<file path="config.mk">
export PLATFORM = sky130hd
export DESIGN_NAME = uart_tx_sched_flat
export DESIGN_NICKNAME = d
export VERILOG_FILES = /design/src/rtl/uart_tx_sched_if.sv /design/src/rtl/uart_tx_sched.sv /design/src/flat_wrapper.sv
export SDC_FILE = /design/constraint.sdc
export NUM_CORES = 1
export LEC_CHECK = 0
export ABC_AREA = 1
export BUFFER_PORTS_ARGS = -buffer_cell sky130_fd_sc_hd__buf_2
export CAP_MARGIN = 20
export CORE_MARGIN = 10
export CORE_UTILIZATION = 48
export DETAILED_ROUTE_END_ITERATION = 10
export PLACE_DENSITY = 0.83
export SETUP_SLACK_MARGIN = 0.4
export SYNTH_ARGS = -nofsm -noshare
export SYNTH_HDL_FRONTEND = slang
export SYNTH_SLANG_ARGS = --single-unit
</file>
<file path="constraint.sdc">
create_clock -name sclk -period 1.75 [get_ports sclk]
set_clock_uncertainty 0.15 [all_clocks]
set_input_delay 0.2625 -clock sclk [delete_from_list [all_inputs] [get_ports sclk]]
set_output_delay 0.2625 -clock sclk [all_outputs]
set_load 0.05 [all_outputs]
</file>
<file path="src/rtl/uart_tx_sched_if.sv">
// Requester and uart_tx side signals of the shared-serializer scheduler.
// The scheduler connects through the slave modport; the requesters and the
// uart_tx model connect through the master modport.
interface uart_tx_sched_if #(
    parameter int NUM_REQ = 4
);
    logic [NUM_REQ-1:0]   req;
    logic [8*NUM_REQ-1:0] req_data;
    logic [NUM_REQ-1:0]   req_last;
    logic [NUM_REQ-1:0]   req_ack;
    logic [NUM_REQ-1:0]   grant;
    logic                 tx_start;
    logic [7:0]           tx_data;
    logic                 tx_busy;
    logic                 pkt_done;
    logic                 pkt_abort;

    modport master (
        output req, req_data, req_last, tx_busy,
        input  req_ack, grant, tx_start, tx_data, pkt_done, pkt_abort
    );

    modport slave (
        input  req, req_data, req_last, tx_busy,
        output req_ack, grant, tx_start, tx_data, pkt_done, pkt_abort
    );
endinterface

</file>
<file path="src/rtl/uart_tx_sched.sv">
// Packet-level round-robin scheduler sharing one uart_tx serializer between
// NUM_REQ byte-stream requesters. A grant is held from the first byte to the
// byte flagged last; a stalled packet is dropped after TIMEOUT cycles and
// every packet end is followed by GAP_CYCLES of line idle.
module uart_tx_sched #(
    parameter int NUM_REQ    = 4,
    parameter int GAP_CYCLES = 16,
    parameter int TIMEOUT    = 1024
) (
    input  logic           sclk,
    input  logic           srst,
    uart_tx_sched_if.slave bus
);
    localparam int PTR_W = (NUM_REQ > 1) ? $clog2(NUM_REQ) : 1;
    localparam int TMO_W = (TIMEOUT > 1) ? $clog2(TIMEOUT) : 1;
    localparam int GAP_W = (GAP_CYCLES > 1) ? $clog2(GAP_CYCLES) : 1;
    localparam logic [TMO_W-1:0] TMO_LAST = TMO_W'((TIMEOUT > 0) ? TIMEOUT - 1 : 0);
    localparam logic [GAP_W-1:0] GAP_LAST = GAP_W'((GAP_CYCLES > 0) ? GAP_CYCLES - 1 : 0);
    localparam logic [PTR_W-1:0] LAST_IDX = PTR_W'(NUM_REQ - 1);
    localparam logic [PTR_W:0]   NUM_REQ_W = (PTR_W + 1)'(NUM_REQ);

    typedef enum logic [2:0] {
        IDLE,
        ISSUE,
        WAIT_BUSY,
        WAIT_DONE,
        GAP
    } state_t;

    state_t               state_q, state_d;
    logic [PTR_W-1:0]     gidx_q, gidx_d;
    logic [NUM_REQ-1:0]   grant_q, grant_d;
    logic [PTR_W-1:0]     ptr_q, ptr_d;
    logic [NUM_REQ-1:0]   req_ack_q, req_ack_d;
    logic                 tx_start_q, tx_start_d;
    logic [7:0]           tx_data_q, tx_data_d;
    logic                 last_q, last_d;
    logic                 pkt_done_q, pkt_done_d;
    logic                 pkt_abort_q, pkt_abort_d;
    logic [TMO_W-1:0]     tmo_q, tmo_d;
    logic [GAP_W-1:0]     gap_q, gap_d;

    logic                 sel_req;
    logic                 sel_last;
    logic [7:0]           sel_data;
    logic                 rr_found;
    logic [PTR_W-1:0]     rr_idx;
    logic [PTR_W:0]       rr_sum;
    logic [PTR_W-1:0]     next_ptr;

    assign next_ptr = (gidx_q == LAST_IDX) ? '0 : gidx_q + 1'b1;

    // Mux the currently granted requester's lane onto sel_*.
    always_comb begin
        sel_req  = 1'b0;
        sel_last = 1'b0;
        sel_data = '0;
        for (int unsigned i = 0; i < NUM_REQ; i++) begin
            if (gidx_q == PTR_W'(i)) begin
                sel_req  = bus.req[i];
                sel_last = bus.req_last[i];
                sel_data = bus.req_data[8*i +: 8];
            end
        end
    end

    // Round-robin search starting at ptr_q, wrapping NUM_REQ-1 -> 0.
    always_comb begin
        rr_found = 1'b0;
        rr_idx   = ptr_q;
        rr_sum   = '0;
        for (int unsigned i = 0; i < NUM_REQ; i++) begin
            rr_sum = {1'b0, ptr_q} + (PTR_W + 1)'(i);
            if (rr_sum >= NUM_REQ_W) begin
                rr_sum = rr_sum - NUM_REQ_W;
            end
            if (!rr_found && bus.req[rr_sum[PTR_W-1:0]]) begin
                rr_found = 1'b1;
                rr_idx   = rr_sum[PTR_W-1:0];
            end
        end
    end

    // Next-state and registered-output computation for the packet sequencer.
    always_comb begin
        state_d     = state_q;
        gidx_d      = gidx_q;
        grant_d     = grant_q;
        ptr_d       = ptr_q;
        req_ack_d   = '0;
        tx_start_d  = 1'b0;
        tx_data_d   = tx_data_q;
        last_d      = last_q;
        pkt_done_d  = 1'b0;
        pkt_abort_d = 1'b0;
        tmo_d       = tmo_q;
        gap_d       = gap_q;
        unique case (state_q)
            IDLE: begin
                if (rr_found) begin
                    gidx_d          = rr_idx;
                    grant_d         = '0;
                    grant_d[rr_idx] = 1'b1;
                    state_d         = ISSUE;
                end
            end
            ISSUE: begin
                if (sel_req) begin
                    tx_data_d         = sel_data;
                    tx_start_d        = 1'b1;
                    req_ack_d[gidx_q] = 1'b1;
                    last_d            = sel_last;
                    tmo_d             = '0;
                    state_d           = WAIT_BUSY;
                end else if (tmo_q == TMO_LAST) begin
                    pkt_abort_d = 1'b1;
                    grant_d     = '0;
                    ptr_d       = next_ptr;
                    tmo_d       = '0;
                    gap_d       = '0;
                    state_d     = (GAP_CYCLES > 0) ? GAP : IDLE;
                end else begin
                    tmo_d = tmo_q + 1'b1;
                end
            end
            WAIT_BUSY: begin
                if (bus.tx_busy) begin
                    state_d = WAIT_DONE;
                end
            end
            WAIT_DONE: begin
                if (!bus.tx_busy) begin
                    if (last_q) begin
                        pkt_done_d = 1'b1;
                        grant_d    = '0;
                        ptr_d      = next_ptr;
                        gap_d      = '0;
                        state_d    = (GAP_CYCLES > 0) ? GAP : IDLE;
                    end else begin
                        state_d = ISSUE;
                    end
                end
            end
            GAP: begin
                if (gap_q == GAP_LAST) begin
                    gap_d   = '0;
                    state_d = IDLE;
                end else begin
                    gap_d = gap_q + 1'b1;
                end
            end
            default: begin
                state_d = IDLE;
            end
        endcase
    end

    // State and output registers; reset drops any packet in flight silently.
    always_ff @(posedge sclk) begin
        if (srst) begin
            state_q     <= IDLE;
            gidx_q      <= '0;
            grant_q     <= '0;
            ptr_q       <= '0;
            req_ack_q   <= '0;
            tx_start_q  <= 1'b0;
            tx_data_q   <= '0;
            last_q      <= 1'b0;
            pkt_done_q  <= 1'b0;
            pkt_abort_q <= 1'b0;
            tmo_q       <= '0;
            gap_q       <= '0;
        end else begin
            state_q     <= state_d;
            gidx_q      <= gidx_d;
            grant_q     <= grant_d;
            ptr_q       <= ptr_d;
            req_ack_q   <= req_ack_d;
            tx_start_q  <= tx_start_d;
            tx_data_q   <= tx_data_d;
            last_q      <= last_d;
            pkt_done_q  <= pkt_done_d;
            pkt_abort_q <= pkt_abort_d;
            tmo_q       <= tmo_d;
            gap_q       <= gap_d;
        end
    end

    assign bus.req_ack   = req_ack_q;
    assign bus.grant     = grant_q;
    assign bus.tx_start  = tx_start_q;
    assign bus.tx_data   = tx_data_q;
    assign bus.pkt_done  = pkt_done_q;
    assign bus.pkt_abort = pkt_abort_q;
endmodule

</file>
<file path="src/flat_wrapper.sv">
// flat-port wrapper written by rule: the top's interface ports become plain ports
module uart_tx_sched_flat 
#(
    parameter int NUM_REQ    = 4,
    parameter int GAP_CYCLES = 16,
    parameter int TIMEOUT    = 1024
)
  (sclk, srst, bus_req, bus_req_data, bus_req_last, bus_tx_busy, bus_req_ack, bus_grant, bus_tx_start, bus_tx_data, bus_pkt_done, bus_pkt_abort);
  uart_tx_sched_if #(.NUM_REQ(NUM_REQ)) bus_i ();
  input  logic sclk;
  input  logic srst;
  input wire logic [$bits(bus_i.req)-1:0] bus_req;
  input wire logic [$bits(bus_i.req_data)-1:0] bus_req_data;
  input wire logic [$bits(bus_i.req_last)-1:0] bus_req_last;
  input wire logic [$bits(bus_i.tx_busy)-1:0] bus_tx_busy;
  output wire logic [$bits(bus_i.req_ack)-1:0] bus_req_ack;
  output wire logic [$bits(bus_i.grant)-1:0] bus_grant;
  output wire logic [$bits(bus_i.tx_start)-1:0] bus_tx_start;
  output wire logic [$bits(bus_i.tx_data)-1:0] bus_tx_data;
  output wire logic [$bits(bus_i.pkt_done)-1:0] bus_pkt_done;
  output wire logic [$bits(bus_i.pkt_abort)-1:0] bus_pkt_abort;
  assign bus_i.req = bus_req;
  assign bus_i.req_data = bus_req_data;
  assign bus_i.req_last = bus_req_last;
  assign bus_i.tx_busy = bus_tx_busy;
  assign bus_req_ack = bus_i.req_ack;
  assign bus_grant = bus_i.grant;
  assign bus_tx_start = bus_i.tx_start;
  assign bus_tx_data = bus_i.tx_data;
  assign bus_pkt_done = bus_i.pkt_done;
  assign bus_pkt_abort = bus_i.pkt_abort;
  uart_tx_sched #(.NUM_REQ(NUM_REQ), .GAP_CYCLES(GAP_CYCLES), .TIMEOUT(TIMEOUT)) u_core (.sclk(sclk), .srst(srst), .bus(bus_i));
endmodule
</file>
==> metrics, run 1 <==
status=complete, but fails checks; violated checks=setup timing; R2R depth=9; Pint=about 3200 uW; Post-synth top cells=nand2_1 (101), dfxtp_1 (41), o21ai_0 (37); PnR worst setup slack=-0.262 ns; worst hold slack=0.0141 ns; Hold WC Path Type=in -> reg; Worst Hold Depth=2; most common cell in the netlist=nand2_1; Initial Utilization=between 50% and 60%; RSZ-0062 raised after global routing=true; Core Box Area=between 4000 and 5000 um2; family with the most delay on the worst path=simple AND/OR/NAND/NOR gates; Max Cap Violations=0; Setup WS pre-CTS=-0.209 ns; CTS buffer count=5; Routed WL per cell=between 15 and 20 um; layout cell share with drive strength beyond 1=54.4%; number of flops mapped to enable cells by yosys=0; synthesis-stage register bit count=a little over 40; total number of yosys warnings=0; sum of buffers and inverters on the critical path=2; Post-Syn Area per Cell=between 6 and 7 um2; Total Wirelength=10.6 mm; Switching Fraction=approximately half; drt drc=0; share of the synthesized area in the top cell type=33.8%; Post-CTS Hold Buffers=0; Critical Path Max Stage Delay=about 0.40 ns; Area contributors post-synth=dfxtp_1 (34%), nand2_1 (16%), o21ai_0 (7.6%); total number of vias=approximately 3200; Die Y=a little over 90 um; hold_sp=bus_tx_busy; GRT Overall Usage=between 20% and 30%; P_leak=0.00177 uW; Die Wd=between 90 and 100 um; Syn-to-layout area delta=59.7%; Filler Cell Count=290; Final Max Slew Viols=0; Placer Congestion=0.930; Distinct cells, synth=35; CP dominant cell by count=nand2_4; Hold Violations, Final=0; Synthesized Nets=~420; sequential share of power=between 20% and 30%; placement-stage cell area=about 3000 um2; vias in the first global route=~3200; Slew Limit Headroom=57.8%; Synth Cell Area=~2400 um2; Worst-path clk slew=about 0.10 ns; largest net degree at the start of global routing=21; antenna-violating nets left=0; DP Wirelength=about 5.5 mm; total number of H-tree levels=2; DIE AREA=8300 um2; # nets final=530; r2r startpoint=u_core.tmo_q[6]$_SDFFE_PP0N_; P per Cell Area=roughly 1700 nW/um2; first-pass GRT wire length=14.4 mm; n_diodes=0; CP max FO=5; # setup viols final=38; post-route cell area=approximately 3900 um2; Critical Path RT=1.82 ns; WS Path Type=reg -> reg; arrival time at the worst endpoint=between 2 and 2.5 ns; Clock Sinks=41; antenna violations before repair=0; clock latency on the worst-skew pair=between 0.3 and 0.4 ns; Fin Setup TNS=-4.61 ns; worst path cell trace=inv_1, nor3_2, nand4_1, nand2_2, buf_6, nand2_4, nor2_4, nand2_4, a21oi_1; final worst-path cycle share=115%; Root Buffer=clkbuf_8; GRT Residual Overflow=0; Period minus WS final=2.01 ns; Reg2Reg Setup Slack=-0.26 ns; Async S/R FF share, synth=0%; Peak supply drop=approximately 0.92 mV; total I/O pin count=just over 60; post-synthesis sequential area ratio=33.8%; WHS Endpoint=u_core.bus.pkt_done$_SDFF_PP0_; IO buf count=61; Net Switching=around 3400 uW; worst slew pin tran=between 0.6 and 0.7 ns; Longest Clk Path Bufs=2; CTS tree=yes; Gate power share=69.1%; Top FF cell, synth=dfxtp_1; slowest library cell on the worst path=dfxtp_1; Critical R2R Capture=u_core.state_q[2]$_SDFFE_PP0P_; dominant cell type by area after synthesis=dfxtp_1; clock share of power=between 10% and 20%; drt via density=5.89; FMAX=slightly below 500 MHz; Worst setup EP type=register; crit path launch type=register; site row count=25; TritonRoute pass-1 iters=5; Mapped Cells=around 370; DRT iter0 DRCs=456
-- through the flow --
stage / util [%] / total power (uW) / instances
2_1_floorplan: - / 3470 / 369
3_3_place_gp: 63.2 / 4280 / 520
3_5_place_dp: 63.2 / 4370 / 520
4_1_cts: 71.9 / 5550 / 537
5_1_grt: 80.4 / 6930 / 549
6_report: 80.4 / 6620 / 549
-- timing repair --
item / 4_1_cts / 5_1_grt
pin swaps: 21 / 33
gates cloned: 1 / 2
setup buffers: 8 / 10
endpoints found under the setup margin: 41 / 44
resized for setup: 80 / 98
-- sequential cells by signal, summed over array words and instances (netlist names) --
name,cells
u_core.ptr_q,2
u_core.bus.pkt_done,1
u_core.bus.pkt_abort,1
u_core.bus.grant,4
u_core.last_q,1
u_core.state_q,3
u_core.gidx_q,2
u_core.gap_q,4
u_core.bus.tx_start,1
u_core.bus.tx_data,8
u_core.tmo_q,10
u_core.bus.req_ack,4
-- metal layers --
layer  vias up  GRT usage, %  part of all wire [%]
li1       1442             -                     -
met1      1458          22.9                    38
met2       260          33.6                    45
met3        73          7.08                    11
met4         0          10.2                   5.8
met5         -             0                     0
-- power groups by stage --
stage / registers, uW / clock network [uW] / logic, uW
after floorplan: 1600 / 0 / 1870
after global placement: 1260 / 0 / 3020
after detailed placement: 1270 / 0 / 3100
after CTS: 1290 / 662 / 3600
after global routing: 1370 / 722 / 4840
final: 1360 / 691 / 4570
-- layout by cell type, fill, tap and decap left out, types with 9 or more instances in the layout --
master / n
o21ai_1: 9
nand2_2: 29
dfxtp_1: 32
buf_6: 13
buf_2: 54
o21ai_2: 12
o21ai_0: 18
a21oi_1: 19
nand3_1: 18
a21oi_2: 17
inv_1: 18
nand2_4: 15
nor2_1: 22
nand2_1: 71
buf_4: 43
-- area by class of cell --
class	count	area, um2	share of cell area [%]
repair inverters	1	7.51	0.194
flip-flops and latches	41	840	21.7
repair buffers	116	810	20.9
multi-input cells	285	1900	49.1
clock buffers	6	82.6	2.13
well taps	67	83.8	2.16
inverters	31	136	3.52
clock inverters	2	13.8	0.355
-- worst max path at each step --
stage                                   from                        endpoint  slack [ns]  cells after the start
2_1_floorplan  u_core.gidx_q[1]$_SDFFE_PP0P_    u_core.ptr_q[0]$_SDFFE_PP0P_       0.007                     13
3_3_place_gp   u_core.gidx_q[0]$_SDFFE_PP0P_    u_core.ptr_q[0]$_SDFFE_PP0P_       -0.15                     12
3_5_place_dp    u_core.ptr_q[0]$_SDFFE_PP0P_   u_core.gidx_q[0]$_SDFFE_PP0P_       -0.21                      9
4_1_cts         u_core.ptr_q[0]$_SDFFE_PP0P_   u_core.gidx_q[1]$_SDFFE_PP0P_       -0.01                     13
5_1_grt         u_core.tmo_q[0]$_SDFFE_PP0N_  u_core.state_q[2]$_SDFFE_PP0P_       -0.34                     10
6_report        u_core.tmo_q[6]$_SDFFE_PP0N_  u_core.state_q[2]$_SDFFE_PP0P_       -0.26                      9
-- cells by family after synthesis --
group,synth area share [%]
adder cells (fa/ha/maj),3.09
flip-flops,33.8
AND/OR/NAND/NOR,37.2
AO/OA/AOI/OAI,17.9
XOR/XNOR,0.722
buffers and inverters,7.22
Power figures use the tool's default switching activity.
==> inputs of run 2 (changes only) <==
--- a/config.mk
+++ b/config.mk
@@ -12,6 +12,7 @@
 export CORE_UTILIZATION = 48
 export DETAILED_ROUTE_END_ITERATION = 10
 export PLACE_DENSITY = 0.83
+export REMOVE_ABC_BUFFERS = 1
 export SETUP_SLACK_MARGIN = 0.4
 export SYNTH_ARGS = -nofsm -noshare
 export SYNTH_HDL_FRONTEND = slang
==> run 2 against run 1 <==
  * The flow still finishes with violations (setup timing)
  * Critical endpoint is now u_core.state_q[1]$_SDFFE_PP0P_
  * First-iteration DRC count is 47% lower
  * Via count fell by 1.9%
  * Die area is the same
  * Critical path type unchanged
  * Worst setup slack improved by 0.0039 ns
==> metrics, run 2 (synthesis results as in run 1) <==
antenna violations before repair=0 (unchanged); Worst-path clk slew=0.08 ns (-0.02 ns); Critical Path RT=1.80 ns (-0.02 ns); Period minus WS final=2.01 ns (-0.00394 ns); site row count=25 (unchanged); Placer Congestion=0.896 (-3.7%); CP max FO=4 (-1); Worst setup EP type=register; Root Buffer=clkbuf_8; Slew Limit Headroom=50.8% (-7.0 points); violated checks=setup timing; GRT Overall Usage=17.0% (-3.4 points); R2R depth=8 (-1); CTS tree=yes; DP Wirelength=5.33 mm (-3.5%); Die Wd=91.1 um (unchanged); register name with the most flops=u_core.tmo_q; vias in the first global route=2836 (-10%); Die Y=91.1 um (unchanged); # nets final=527 (-0.57%); IO buf count=61 (unchanged); Worst Hold Depth=2 (unchanged); arrival time at the worst endpoint=2.06 ns (-0.02 ns); Final Max Slew Viols=0 (unchanged); first-pass GRT wire length=12.3 mm (-15%); Total Wirelength=9.63 mm (-8.8%); layout cell share with drive strength beyond 1=49.2% (-5.2 points); Largest register FFs=10 (unchanged); Post-CTS Hold Buffers=0 (unchanged); Longest Clk Path Bufs=2 (unchanged); P_leak=0.00170 uW (-4.2%); Hold WC Path Type=in -> reg; Pint=3250 uW (+1.8%); Reg2Reg Setup Slack=-0.26 ns (about the same); r2r startpoint=u_core.gap_q[0]$_SDFFE_PP0P_; Net Switching=3310 uW (-3.6%); Switching Fraction=50.5% (-1.4 points); commonest non-fill, non-tap cell in the layout=nand2_1; Routed WL per cell=17.7 um (-8.1%); total I/O pin count=62 (unchanged); DRT iter0 DRCs=243 (-47%); drt drc=0 (unchanged); total number of H-tree levels=2 (unchanged); RSZ-0062 raised after global routing=true; Clock Sinks=41 (unchanged); final worst-path cycle share=115% (-0.23 points); beginning of the critical path=u_core.gap_q[0]$_SDFFE_PP0P_; hold_sp=bus_tx_busy; Final Core Density=77.2% (-3.2 points); Syn-to-layout area delta=53.4%; Core Box Area=4820 um2 (unchanged); clock share of power=11.7% (+1.3 points); Hold Violations, Final=0 (unchanged); DIE AREA=8300 um2 (unchanged); clock latency on the worst-skew pair=0.30 ns (about the same); PnR worst setup slack=-0.258 ns (+0.00394 ns); # setup viols final=37 (-2.6%); P per Cell Area=1760 nW/um2 (+3.1%); Initial Utilization=50.4% (unchanged); n_diodes=0 (unchanged); Gate power share=68.1% (-1.0 points); WS Path Type=reg -> reg; drt via density=5.82 (-1.2%); worst slew pin tran=0.737 ns (+0.105 ns); WHS Endpoint=u_core.bus.pkt_done$_SDFF_PP0_; antenna-violating nets left=0 (unchanged); Fin Setup TNS=-3.83 ns (+0.780 ns); CTS buffer count=5 (unchanged); Critical R2R Capture=u_core.state_q[1]$_SDFFE_PP0P_; TritonRoute pass-1 iters=7 (+2); crit path launch type=register; sequential share of power=20.2% (-0.3 points); Max Cap Violations=0 (unchanged); commonest cells after routing, fill and taps aside=nand2_1 (77), buf_2 (54), buf_4 (41); largest net degree at the start of global routing=23 (+9.5%); worst hold slack=0.00796 ns (-0.00617 ns); total number of vias=3171 (-1.9%); FMAX=498 MHz (+0.20%); status=complete, but fails checks; Peak supply drop=1.34 mV (+45%); GRT Residual Overflow=0 (unchanged)
run 2: cell types whose count changed in the layout (fill, tap and decap cells not counted), sizes merged:
cell      delta
buf          -5
bufinv       +1
clkbuf       +1
clkinvlp     -1
run 2: metrics by stage:
step | setup slack, ns | std cells | instance area, um2 | power [uW]
floorplan | -0.446 | 357 | 2370 | 3340
global placement | -0.0846 | 522 | 3030 | 4220
detailed placement | -0.175 | 522 | 3030 | 4290
CTS | 0.00565 | 533 | 3310 | 5320
global route | -0.340 | 545 | 3720 | 6890
finish | -0.258 | 545 | 3720 | 6560
run 2: power by group through the flow:
stage,Combinational [uW],Sequential (uW),Clock (uW)
finish,4460,1320,770
global placement,2960,1260,0
floorplan,1730,1610,0
global route,4730,1340,816
detailed placement,3020,1260,0
CTS,3290,1270,757
run 2: worst max-delay path, stage by stage (launching register included):
cell and delay, ns:
dfxtp_1 0.39, ha_1 0.19, nand2_1 0.09, o21ai_0 0.30, o211ai_1 0.24, nor2_4 0.22, nand2_2 0.10, o21ai_1 0.15
nor2_1 0.08
run 2: worst max path at each step:
stage,to,slack (ns),depth (start not counted)
3_5_place_dp,u_core.gap_q[2]$_SDFFE_PP0P_,-0.18,12
3_3_place_gp,u_core.gap_q[2]$_SDFFE_PP0P_,-0.08,12
4_1_cts,u_core.gidx_q[1]$_SDFFE_PP0P_,0.006,13
5_1_grt,u_core.state_q[1]$_SDFFE_PP0P_,-0.34,8
6_report,u_core.state_q[1]$_SDFFE_PP0P_,-0.26,8
2_1_floorplan,u_core.ptr_q[0]$_SDFFE_PP0P_,-0.45,13
run 2: repair_timing:
action	CTS	global route
gates resized for setup	59	93
buffers inserted	3	11
setup endpoints to repair	40	42
cloned	1	1
pin swaps	14	43
run 2: layout make-up:
type / count / area (um2)
fill: 295 / 1100
tap: 67 / 83.8
inverter: 31 / 126
timing repair buffer: 113 / 779
clock inverter: 2 / 35.0
multi-input combinational: 285 / 1780
clock buffer: 5 / 68.8
timing repair inverter: 1 / 7.51
sequential: 41 / 836
run 2: layer usage:
layer  wire (um)  GRT usage (%)  vias to the layer above  share of wire, %
met5           0              0                        -                 0
met4         456           4.57                        0               4.7
met3         873           5.43                       55               9.1
met2        4600           29.5                      213                48
met1        3700           19.6                     1468                38
li1            -              -                     1435                 -
==> inputs of run 3 (changes only) <==
--- a/config.mk
+++ b/config.mk
@@ -5,11 +5,11 @@
 export SDC_FILE = /design/constraint.sdc
 export NUM_CORES = 1
 export LEC_CHECK = 0
-export ABC_AREA = 1
+export ABC_AREA = 0
 export BUFFER_PORTS_ARGS = -buffer_cell sky130_fd_sc_hd__buf_2
 export CAP_MARGIN = 20
 export CORE_MARGIN = 10
-export CORE_UTILIZATION = 48
+export CORE_UTILIZATION = 47
 export DETAILED_ROUTE_END_ITERATION = 10
 export PLACE_DENSITY = 0.83
 export REMOVE_ABC_BUFFERS = 1
==> run 3 against run 2 <==
  * The run still ends with setup timing left
  * Clock power is 6.0% higher
  * Area after synthesis shrank 7.7%
  * Sequential share of layout area increased by 1.3 points
  * Core utilization down 1.8 points
  * Critical path type unchanged
==> metrics, run 3 <==
status=complete, but fails checks; violated checks=setup timing; Post-CTS Hold Buffers=0 (unchanged); hold_sp=bus_req_data[29]; Worst Hold Depth=3 (+1); post-synthesis sequential area ratio=36.6% (+2.8 points); Total Wirelength=7.94 mm (-17%); synthesis-stage register bit count=41 (unchanged); antenna violations before repair=0 (unchanged); Fin Setup TNS=-10.87 ns (-7.04 ns); Mapped Cells=276 (-25%); worst slew pin tran=0.520 ns (-0.217 ns); IO buf count=61 (unchanged); Critical Path RT=1.83 ns (+0.03 ns); WHS Endpoint=u_core.bus.tx_data[5]$_SDFFE_PP0P_; drt drc=0 (unchanged); commonest non-fill, non-tap cell in the layout=buf_4; Root Buffer=clkbuf_8; Post-synth top cells=dfxtp_1 (41), a21oi_1 (29), nor2_1 (25); Hold WC Path Type=in -> reg; Synth Cell Area=2240 um2 (-7.7%); FMAX=454 MHz (-8.7%); total number of vias=2697 (-15%); antenna-violating nets left=0 (unchanged); first-pass GRT wire length=12.2 mm (-0.62%); RSZ-0062 raised after global routing=true; arrival time at the worst endpoint=2.29 ns (+0.23 ns); number of flops mapped to enable cells by yosys=0 (unchanged); P_leak=0.00145 uW (-14%); Post-Syn Area per Cell=8.11 um2 (+23%); Initial Utilization=48.1% (-2.3 points); Distinct cells, synth=47 (+34%); total number of yosys warnings=0 (unchanged); Peak supply drop=0.775 mV (-42%); r2r startpoint=u_core.gidx_q[0]$_SDFFE_PP0P_; Top FF cell, synth=dfxtp_1; commonest cells after routing, fill and taps aside=buf_4 (59), buf_2 (57), dfxtp_1 (36); clock latency on the worst-skew pair=0.30 ns (about the same); share of the synthesized area in the top cell type=36.6% (+2.8 points); DP Wirelength=5.13 mm (-3.9%); TritonRoute pass-1 iters=4 (-3); DRT iter0 DRCs=105 (-57%); site row count=25 (unchanged); total number of H-tree levels=2 (unchanged); CTS tree=yes; # setup viols final=39 (+5.4%); Die Wd=89.0 um (-2.3%); total I/O pin count=62 (unchanged); CP max FO=4 (unchanged); DIE AREA=7930 um2 (-4.5%); Worst setup EP type=register; R2R depth=6 (-2); Async S/R FF share, synth=0% (unchanged); largest net degree at the start of global routing=21 (-8.7%); Final Max Slew Viols=0 (unchanged); Period minus WS final=2.20 ns (+0.192 ns); Largest register FFs=10 (unchanged); WS Path Type=reg -> reg; P per Cell Area=1440 nW/um2 (-18%); Setup WS pre-CTS=-0.608 ns (-0.432 ns); Area contributors post-synth=dfxtp_1 (37%), a21oi_1 (6.5%), a221oi_1 (4.3%); vias in the first global route=2656 (-6.3%); PnR worst setup slack=-0.451 ns (-0.192 ns); Longest Clk Path Bufs=2 (unchanged); dominant cell type by area after synthesis=dfxtp_1; Reg2Reg Setup Slack=-0.45 ns (-0.19 ns); Die Y=89.0 um (-2.3%); final worst-path cycle share=126% (+11 points); register name with the most flops=u_core.tmo_q; Hold Violations, Final=0 (unchanged); Clock Sinks=41 (unchanged); Worst-path clk slew=0.08 ns (about the same); Routed WL per cell=17.6 um (-0.52%); GRT Overall Usage=19.1% (+2.1 points); Max Cap Violations=0 (unchanged); drt via density=5.97 (+2.6%); # nets final=446 (-15%); CTS buffer count=5 (unchanged); crit path launch type=register; beginning of the critical path=u_core.gidx_q[0]$_SDFFE_PP0P_; Core Box Area=4660 um2 (-3.2%); Critical R2R Capture=u_core.tmo_q[3]$_SDFFE_PP0N_; GRT Residual Overflow=0 (unchanged); Placer Congestion=0.857 (-4.3%); worst hold slack=0.158 ns (+0.150 ns); n_diodes=0 (unchanged); Syn-to-layout area delta=57.0%; most common cell in the netlist=dfxtp_1; layout cell share with drive strength beyond 1=47.5% (-1.7 points); Slew Limit Headroom=65.0% (+14 points)
## run 3: cell count changes in the layout (fill, tap and decap cells not counted), moves of 10 or more
cell,delta
a21oi_2,-11
buf_4,+18
inv_1,-15
nand2_1,-65
nand2_2,-25
nand2_4,-10
nand3_1,-14
nor2b_1,+13
nor3_1,+15
o21ai_0,-12
o21ai_2,-12
## run 3: cell families after synthesis
family,share of synthesized area (%)
buffers and inverters,3.97
AND/OR/NAND/NOR,27.3
AO/OA/AOI/OAI,26.4
adder cells (fa/ha/maj),3.35
flip-flops,36.6
multiplexers,2.29
## run 3: metal layers
| metal | wire, um | vias up | share of wire, % | GRT usage [%] |
|---|---|---|---|---|
| met4 | 184 | 0 | 2.3 | 7.08 |
| met3 | 611 | 21 | 7.7 | 5.74 |
| met1 | 3220 | 1282 | 41 | 22.3 |
| met5 | 0 | - | 0 | 0 |
| li1 | - | 1281 | - | - |
| met2 | 3930 | 113 | 49 | 32.4 |
## run 3: how the worst max path moves through the flow
stage                     slack, ns                                 end  depth (start not counted)
final                         -0.45        u_core.tmo_q[3]$_SDFFE_PP0N_                          6
after global routing          -0.47        u_core.tmo_q[3]$_SDFFE_PP0N_                          6
after CTS                     -0.35        u_core.ptr_q[1]$_SDFFE_PP0P_                          8
after detailed placement      -0.61    u_core.bus.grant[1]$_SDFFE_PP0P_                          7
after global placement        -0.43    u_core.bus.grant[1]$_SDFFE_PP0P_                          7
after floorplan               -0.83  u_core.bus.tx_data[0]$_SDFFE_PP0P_                          6
## run 3: repair_timing
item	4_1_cts	5_1_grt
hold endpoints to repair	0	0
pin swaps	31	9
setup endpoints to repair	40	44
buffers inserted	7	0
gates cloned	1	1
resized for setup	57	22
## run 3: worst max-delay path, cell delays in order, from the launching register on
cell      delay [ns]
dfxtp_4         0.37
ha_2            0.24
a211oi_4        0.29
a211oi_2        0.12
or3_4           0.40
or3_1           0.41
a31oi_1         0.14
## run 3: metrics by stage
stage	total power (uW)	cells	area, um2	util (%)
finish	5060	452	3520	75.5
global route	5320	452	3520	75.5
CTS	4810	451	3420	73.3
detailed placement	3530	435	3010	64.6
global placement	3460	435	3010	64.6
floorplan	2560	260	2180	-
## run 3: area by class of cell
| cell class | instances | area (um2) |
|---|---|---|
| clock buffer | 6 | 82.6 |
| clock inverter | 2 | 37.5 |
| fill | 292 | 1140 |
| inverter | 7 | 28.8 |
| multi-input combinational | 213 | 1580 |
| sequential | 41 | 835 |
| tap | 54 | 67.6 |
| timing repair buffer | 129 | 885 |
## run 3: report_power, final
group,switching (uW),internal [uW]
logic,1660,1380
clock network,352,464
registers,107,1100
total,2120,2940
